$ cat config.mk
export PLATFORM = sky130hd
export DESIGN_NAME = shift_mult_seq
export DESIGN_NICKNAME = d
export VERILOG_FILES = /design/src/rtl/shift_mult_seq.sv
export SDC_FILE = /design/constraint.sdc
export NUM_CORES = 1
export LEC_CHECK = 0
export CAP_MARGIN = 0
export CORE_MARGIN = 2
export CORE_UTILIZATION = 45
export CTS_BUF_LIST = sky130_fd_sc_hd__clkbuf_8
export DETAILED_ROUTE_END_ITERATION = 7
export GPL_TIMING_DRIVEN = 0
export PLACE_DENSITY = 0.79
export SETUP_SLACK_MARGIN = 0.2
export SLEW_MARGIN = 20
export SYNTH_ARGS = -nofsm -noshare
export SYNTH_HDL_FRONTEND = slang
export SYNTH_SLANG_ARGS = --single-unit
$ cat constraint.sdc
create_clock -name clk -period 5.86 [get_ports clk]
set_input_delay 1.758 -clock clk [delete_from_list [all_inputs] [get_ports clk]]
set_output_delay 1.758 -clock clk [all_outputs]
set_load 0.05 [all_outputs]
$ cat src/rtl/shift_mult_seq.sv
// shift_mult_seq: iterative shift-and-add multiplier sequencer.
//
// Computes the low 32 bits of op_a * op_b by scanning the multiplier one bit
// per clock. Each RUN cycle it drives an external 32-bit combinational left
// shifter (sh_a / sh_s -> sh_out) with the multiplicand and the current bit
// index. When the indexed multiplier bit is set, the shifted value is added
// into the accumulator.
//
// Optional feature, selected by the macro SHIFT_MULT_EARLY_EXIT_EN:
//   defined     - RUN ends as soon as no set multiplier bits remain above the
//                 bit just processed.
//   not defined - all N_BITS multiplier bits are always scanned, so latency
//                 is fixed.
// The result is identical in both builds.
//
// Handshake: start is a request that is accepted only while the FSM is in
// IDLE. Any start seen while busy=1 is dropped, not queued. done is a
// one-cycle pulse, and result is valid from that cycle until the next
// accepted start. busy is high in RUN and DONE.
//
// dbg_state exposes the FSM state (0=IDLE, 1=RUN, 2=DONE) for checkers.

module shift_mult_seq #(
  parameter int N_BITS = 32,
  parameter int CNT_W  = 5
) (
  input  logic        clk,
  input  logic        rst_n,
  input  logic        start,
  input  logic [31:0] op_a,
  input  logic [31:0] op_b,
  output logic        busy,
  output logic        done,
  output logic [31:0] result,
  output logic [31:0] sh_a,
  output logic [31:0] sh_s,
  input  logic [31:0] sh_out,
  output logic [1:0]  dbg_state
);

  typedef enum logic [1:0] {
    S_IDLE = 2'd0,
    S_RUN  = 2'd1,
    S_DONE = 2'd2
  } state_t;

  // Index of the last multiplier bit that is scanned.
  localparam logic [CNT_W-1:0] LAST_IDX = CNT_W'(N_BITS - 1);

  // Multiplier bits at or above N_BITS are cleared when op_b is latched.
  localparam logic [31:0] B_MASK = (N_BITS >= 32) ? 32'hFFFF_FFFF
                                                  : ((32'd1 << N_BITS) - 32'd1);

  state_t           state_q;
  logic [31:0]      a_q;
  logic [31:0]      b_q;
  logic [31:0]      acc_q;
  logic [CNT_W-1:0] idx_q;
  logic             busy_q;
  logic             done_q;
  logic [31:0]      result_q;

  logic [31:0]      addend_d;
  logic [31:0]      acc_d;
  logic             last_d;

  // Addend for this cycle and the accumulator value after the current bit.
  always_comb begin
    addend_d = 32'd0;
    if (b_q[idx_q]) begin
      addend_d = sh_out;
    end
    acc_d = acc_q + addend_d;
  end

  // Decide whether the bit being processed is the final one of this operation.
`ifdef SHIFT_MULT_EARLY_EXIT_EN
  logic [31:0] rest_d;
  always_comb begin
    rest_d = (b_q >> idx_q) >> 1;
    last_d = (idx_q == LAST_IDX) || (rest_d == 32'd0);
  end
`else
  always_comb begin
    last_d = (idx_q == LAST_IDX);
  end
`endif

  // Shifter drive: operand and bit index in RUN, forced to zero otherwise.
  always_comb begin
    sh_a = 32'd0;
    sh_s = 32'd0;
    if (state_q == S_RUN) begin
      sh_a = a_q;
      sh_s = {{(32 - CNT_W){1'b0}}, idx_q};
    end
  end

  // Sequencer FSM with registered busy/done/result.
  always_ff @(posedge clk or negedge rst_n) begin
    if (!rst_n) begin
      state_q  <= S_IDLE;
      a_q      <= 32'd0;
      b_q      <= 32'd0;
      acc_q    <= 32'd0;
      idx_q    <= '0;
      busy_q   <= 1'b0;
      done_q   <= 1'b0;
      result_q <= 32'd0;
    end else begin
      case (state_q)
        S_IDLE: begin
          done_q <= 1'b0;
          if (start) begin
            a_q     <= op_a;
            b_q     <= op_b & B_MASK;
            acc_q   <= 32'd0;
            idx_q   <= '0;
            busy_q  <= 1'b1;
            state_q <= S_RUN;
          end
        end
        S_RUN: begin
          acc_q <= acc_d;
          if (last_d) begin
            // Result is registered with the transition so it is valid in the
            // same cycle done is high.
            result_q <= acc_d;
            done_q   <= 1'b1;
            state_q  <= S_DONE;
          end else begin
            idx_q <= idx_q + 1'b1;
          end
        end
        S_DONE: begin
          done_q  <= 1'b0;
          busy_q  <= 1'b0;
          state_q <= S_IDLE;
        end
        default: begin
          done_q  <= 1'b0;
          busy_q  <= 1'b0;
          state_q <= S_IDLE;
        end
      endcase
    end
  end

  assign busy      = busy_q;
  assign done      = done_q;
  assign result    = result_q;
  assign dbg_state = state_q;

endmodule

==> results by group, run 1 <==
Synthesis
  • Leading area contributor after synthesis: dfrtp_1
  • Most frequent cell after synthesis: dfrtp_1
  • Seq cells post-synth: around 140
  • Top FF cell, synth: dfrtp_1
  • Syn_area_per_cell: 10.65 sq um
  • Synth cell types: 60
  • Synth area leaders: dfrtp_1 44%, mux2_2 11%, and2_1 5.5%
  • Post-synth top area share: 0.4426
  • Mapped Area: 7745 sq um
  • Syn. warnings: 0
  • Top cells by count, synth: 137 x dfrtp_1, 78 x mux2_2, 72 x nand2_1, 68 x and2_1, 35 x a21oi_1
  • Post-synth ARST share: 1.000
  • EDFF count, synth: 0
  • Seq/Total Area, Yosys: 0.4426
  • Syn Inst Count: ~730

GRT
  • GRT Residual Overflow: 0
  • Initial antenna violation count: 0
  • GR Layer Usage met1: 0.2849
  • GRT busiest layer: met2
  • First-pass GRT wire length: 31750 um
  • Number of global-route vias before repair: 6096
  • Routing usage on met2: 0.3550
  • Pin count of the biggest net entering global routing: between 90 and 100
  • Total track usage: 0.2244
  • Met3 GRT Util: 0.09166

Floorplan
  • Die Y: 135.2 um
  • Core area: 16700 sq um
  • Boundary Pins: a little under 200
  • Rows: 47
  • Die area: 18280 sq um
  • Die Width: roughly 140 um
  • Initial core utilization: 0.4637

Drt
  • Drt pass-1 iters: 5
  • Via count: 6092
  • Drt total wl: 19780 um
  • Initial DRC count: 338
  • Antenna viol nets, final: 0
  • WL per Instance: 16.80 um
  • Vias per std cell: 5.176
  • DRC violations left: 0

Setup path
  • CP Class: reg -> reg
  • CP arrival: about 5.2 ns
  • Crit-path max FO: 10
  • Crit path from: idx_q[3]
  • CP endpoint kind: flop
  • FF-to-FF Start: idx_q[3]
  • Worst path required time: just over 6 ns
  • Setup crit start kind: flop

Clock network
  • Root Buffer: clkbuf_8
  • Clock buffer depth: 2
  • Clock transition at the registers of the reported paths: 0.09 ns
  • Number of setup buffers added after CTS: 0
  • Worst skew pair latency: 0.46 ns
  • Total CTS buffers: 17
  • Hold_buf cts: 0
  • CTS tree: built
  • Resized cells post-CTS: 0
  • # clock sinks: 137
  • H-tree depth: 4

Final layout
  • Synthesis-to-layout area growth: 32.58%
  • Fin nets: 1077
  • Seq. cell area: 3428 sq um
  • # fillers: 1452
  • # diodes: 0
  • Multi-input gate area: 3996 sq um
  • Layout cells sized above 1: 0.1682

Placement
  • PortBufs: 171
  • DP HPWL: 14780 um
  • Gpl congestion: 0.9401

Run
  • Max-Cap Viols: 0

STA
  • Max-slew headroom: 0.5005
  • Final hold viol count: 0
  • Slew @ Worst Pin: 0.7493 ns
  • Final setup fails: 0
  • FMAX: 203.8 MHz
  • RSZ-0062 raised after global routing: no
  • Final slew viol count: 0
  • Clk_skew: ~0.012 ns
  • Period Utilization, post-route: 0.8372
  • Period minus WS final: ~5 ns
  • Tightest hold margin: between 0.4 and 0.5 ns

Run status
  • Status: finished, final reports clean

Worst hold path
  • Hold path startpoint: result[5]
  • Hold crit path type: reg -> reg
==> layout by cell type, fill, tap and decap left out, types with 5 or more instances in the layout <==
cell	n
clkdlybuf4s50_1	170
dfrtp_1	137
mux2_2	78
nand2_1	72
and2_1	68
a21oi_1	35
ha_1	33
clkbuf_1	32
buf_4	28
conb_1	27
nor2_1	23
a21o_1	23
a22o_1	22
o21ai_1	21
xor2_1	17
clkbuf_8	17
o21ai_0	14
xnor2_1	14
inv_1	12
nand4_1	11
nand3_1	7
mux4_2	6
inv_8	6
mux2i_1	5
==> stage by stage <==
stage                     setup slack [ns]  TNS [ns]  utilization  cells  area (sq um)
final                               0.9539         0       0.6148   1177         10270
after floorplan                      1.712         0            -    753          7843
after detailed placement            0.9591         0       0.5905   1145          9862
after CTS                           0.9600         0       0.6148   1177         10270
after global placement              -2.577   -351.16       0.5886   1144          9829
after global routing                0.6259         0       0.6148   1177         10270
==> routing by layer <==
| layer | vias up | share of wire |
|---|---|---|
| met1 | 2910 | 0.43 |
| met5 | - | 0 |
| li1 | 2939 | - |
| met3 | 21 | 0.096 |
| met4 | 0 | 0.013 |
| met2 | 222 | 0.46 |
==> logic make-up after synthesis <==
| logic type | after synthesis | share of synthesized area |
|---|---|---|
| simple gates | 202 | 0.1323 |
| other cells | 1 | 0.0004842 |
| xor+xnor | 32 | 0.03813 |
| fa+ha+maj | 34 | 0.05590 |
| compound gates | 152 | 0.1393 |
| flops | 137 | 0.4426 |
| buf+inv | 80 | 0.05396 |
| mux | 89 | 0.1373 |
==> state kept, by name (all words and copies together), names as in the netlist <==
name	count
acc_q	32
busy	1
done	1
b_q	32
a_q	32
idx_q	5
dbg_state	2
result	32
==> path summary, 6_finish.rpt <==
| path | endpoint | depth (start not counted) | slack (ns) |
|---|---|---|---|
| setup reg to reg | result[30] | 17 | 0.95 |
| min in group asynchronous | acc_q[6] | 1 | 1.18 |
| setup / recovery | result[30] | 17 | 0.95 |
| max in group asynchronous | a_q[11] | 2 | 3.89 |
| hold reg to reg | result[5] | 2 | 0.48 |
| hold / removal | result[5] | 2 | 0.48 |
==> critical path, stage by stage, from the launching register on <==
cell and delay, ns:
dfrtp_1 0.36, clkbuf_1 0.47, mux4_2 0.40, and2_1 0.18, o211ai_2 0.19, o211ai_4 0.15
clkbuf_1 0.26, and2_1 0.24, ha_1 0.21, fa_1 0.42, a21o_1 0.22, nand4_1 0.15
a211o_1 0.23, a2111oi_0 0.16, or4_1 0.48, a311oi_1 0.34, xnor2_1 0.20, o21ai_1 0.11
==> cell type report <==
type,instances,share of cell area
flip-flops and latches,137,0.3339
inverters,13,0.004752
clock inverters,15,0.01681
repair buffers,172,0.1699
well taps,220,0.02681
plain buffers,67,0.03594
multi-input cells,536,0.3892
clock buffers,17,0.02279
Power of run 1 is not shown: default switching activity piles up to over one toggle a cycle in this logic, so the estimate is an artifact.
==> run 2: changes to the inputs <==
Clock period 5.86 ns to 5 ns, I/O delays scaled along.
==> run 2 against run 1 <==
Compared with the run above:
- global-route usage stayed put
- core utilization is 0.34 points higher
- non-clock buffer count is 3 higher
- worst setup slack worse by 0.60 ns
- critical endpoint is now result[23]
- via count is 0.39% lower
==> results by group, run 2 (same netlist as run 1, synthesis figures left out) <==
Run status
  • Status: finished, final reports clean

Clock network
  • H-tree depth: 4 (unchanged)
  • Total CTS buffers: 17 (unchanged)
  • Worst skew pair latency: 0.46 ns (about the same)
  • Hold_buf cts: 0 (unchanged)
  • Clock buffer depth: 2 (unchanged)
  • # clock sinks: 137 (unchanged)
  • Clock transition at the registers of the reported paths: 0.09 ns (about the same)
  • CTS tree: built
  • Root Buffer: clkbuf_8

Final layout
  • Commonest cells after routing, fill and taps aside: 170 x clkdlybuf4s50_1, 137 x dfrtp_1, 78 x mux2_2
  • # diodes: 0 (unchanged)
  • Layout cells sized above 1: 0.1792 (+0.01093)
  • Fin nets: 1080 (+0.28%)
  • # fillers: 1443 (-0.62%)
  • Synthesis-to-layout area growth: 33.31%
  • Commonest non-fill, non-tap cell in the layout: clkdlybuf4s50_1

Setup path
  • Worst path required time: 5.34 ns (-0.84 ns)
  • CP arrival: 4.98 ns (-0.24 ns)
  • Crit path buffers/inverters: 3 (+1)
  • Worst path cell trace: buf_6, mux4_2, mux2_2, a2bb2oi_4, o211ai_4, buf_4, and2_1, ha_1, buf_2, and4_1, and3_1, a2111oi_4, o211ai_2, a31o_1, a31oi_2, xnor2_2, mux2_2
  • Reg2Reg Setup Slack: 0.36 ns (-0.60 ns)
  • Slowest stage delay, CP: 0.51 ns (+0.03 ns)
  • Setup crit start kind: flop
  • Slowest stage cell on the critical path: mux4_2
  • Reg2reg path depth: 17 (unchanged)
  • Crit path from: idx_q[0]
  • CP delay by family, top: compound AO/OA/AOI/OAI gates
  • FF-to-FF Start: idx_q[0]
  • CP Class: reg -> reg
  • RR Endpoint: result[23]
  • Cell mode on critical path: mux2_2
  • Crit-path max FO: 10 (unchanged)
  • CP endpoint kind: flop

Floorplan
  • Initial core utilization: 0.4637 (unchanged)
  • Core area: 16700 sq um (unchanged)
  • Rows: 47 (unchanged)
  • Die area: 18280 sq um (unchanged)
  • Boundary Pins: 199 (unchanged)
  • Die Y: 135.2 um (unchanged)
  • Die Width: 135.2 um (unchanged)

GRT
  • Total track usage: 0.2244 (unchanged)
  • Initial antenna violation count: 0 (unchanged)
  • Pin count of the biggest net entering global routing: 93 (unchanged)
  • Number of global-route vias before repair: 6096 (unchanged)
  • Routing usage on met2: 0.3550 (unchanged)
  • GR Layer Usage met1: 0.2849 (unchanged)
  • GRT Residual Overflow: 0 (unchanged)
  • GRT busiest layer: met2
  • First-pass GRT wire length: 31750 um (unchanged)
  • Met3 GRT Util: 0.09166 (unchanged)

Placement
  • PortBufs: 171 (unchanged)
  • Gpl congestion: 0.9401 (unchanged)
  • DP HPWL: 14780 um (unchanged)

STA
  • Setup TNS: 0 ns (unchanged)
  • Slew @ Worst Pin: 0.7505 ns (+0.001208 ns)
  • Clk_skew: 0.01274 ns (+0.0006319 ns)
  • Max-slew headroom: 0.4996 (-0.0008050)
  • Final hold viol count: 0 (unchanged)
  • RSZ-0062 raised after global routing: no
  • Final setup fails: 0 (unchanged)
  • Period minus WS final: 4.643 ns (-0.2631 ns)
  • FMAX: 215.4 MHz (+5.7%)
  • Period Utilization, post-route: 0.9286 (+0.09139)
  • Final slew viol count: 0 (unchanged)

Drt
  • Via count: 6068 (-0.39%)
  • Initial DRC count: 326 (-3.6%)
  • DRC violations left: 0 (unchanged)
  • WL per Instance: 16.78 um (-0.13%)
  • Antenna viol nets, final: 0 (unchanged)
  • Drt total wl: 19800 um (+0.13%)
  • Vias per std cell: 5.142 (-0.65%)
  • Drt pass-1 iters: 5 (unchanged)

Worst hold path
  • Worst hold stages: 2 (unchanged)
  • Hold crit path type: reg -> reg
  • Hold path startpoint: result[15]
  • Hold Path Sink: result[15]

Run
  • Max-Cap Viols: 0 (unchanged)
run 2: cell count changes in the layout (fill, tap and decap cells not counted), sizes merged:
cell,delta
buf,+4
clkbuf,-1
run 2: cell type report:
class	count	area, sq um	share of cell area
buffer	67	381.6	0.03696
inverter	13	48.80	0.004726
sequential	137	3428	0.3320
timing repair buffer	175	1767	0.1711
tap	220	275.3	0.02666
clock inverter	15	172.7	0.01672
multi-input combinational	536	4018	0.3891
clock buffer	17	234.0	0.02266
run 2: worst register-to-register path, cell delays in order (launching register included):
cell and delay (ns):
dfrtp_1 0.38, buf_6 0.15, mux4_2 0.52, mux2_2 0.31
a2bb2oi_4 0.16, o211ai_4 0.13, buf_4 0.20, and2_1 0.19
ha_1 0.27, buf_2 0.16, and4_1 0.20, and3_1 0.21
a2111oi_4 0.50, o211ai_2 0.24, a31o_1 0.29, a31oi_2 0.26
xnor2_2 0.10, mux2_2 0.27
run 2: worst max path at each step:
| stage | end | slack (ns) | depth (start not counted) |
|---|---|---|---|
| floorplan | acc_q[31] | 0.92 | 17 |
| global placement | a_q[31] | -3.18 | 1 |
| detailed placement | result[30] | 0.18 | 17 |
| CTS | result[30] | 0.24 | 17 |
| global route | result[23] | 0.16 | 17 |
| finish | result[23] | 0.36 | 17 |
run 2: per-layer routing:
layer  wire [um]  vias up
met5           0        -
met4         206        0
met3        2115       14
met2        9215      212
met1        8265     2899
li1            -     2943
run 2: stage by stage:
step	setup slack, ns	utilization	hold slack [ns]	cells	area, sq um
floorplan	0.9235	-	0.4563	753	7843
global placement	-3.179	0.5886	0.4623	1144	9829
detailed placement	0.1834	0.5905	0.4638	1145	9862
CTS	0.2439	0.6150	0.4853	1177	10270
global route	0.1607	0.6182	0.4978	1180	10320
finish	0.3570	0.6182	0.4782	1180	10320
run 2: what timing repair did:
item / in CTS / in global routing
resized for setup: 2 / 14
pin swaps: 0 / 5
gates cloned: 0 / 0
buffers inserted: 0 / 3
hold endpoints to repair: 0 / 0
setup endpoints to repair: 2 / 12
Power of run 2 is left out for the same reason.
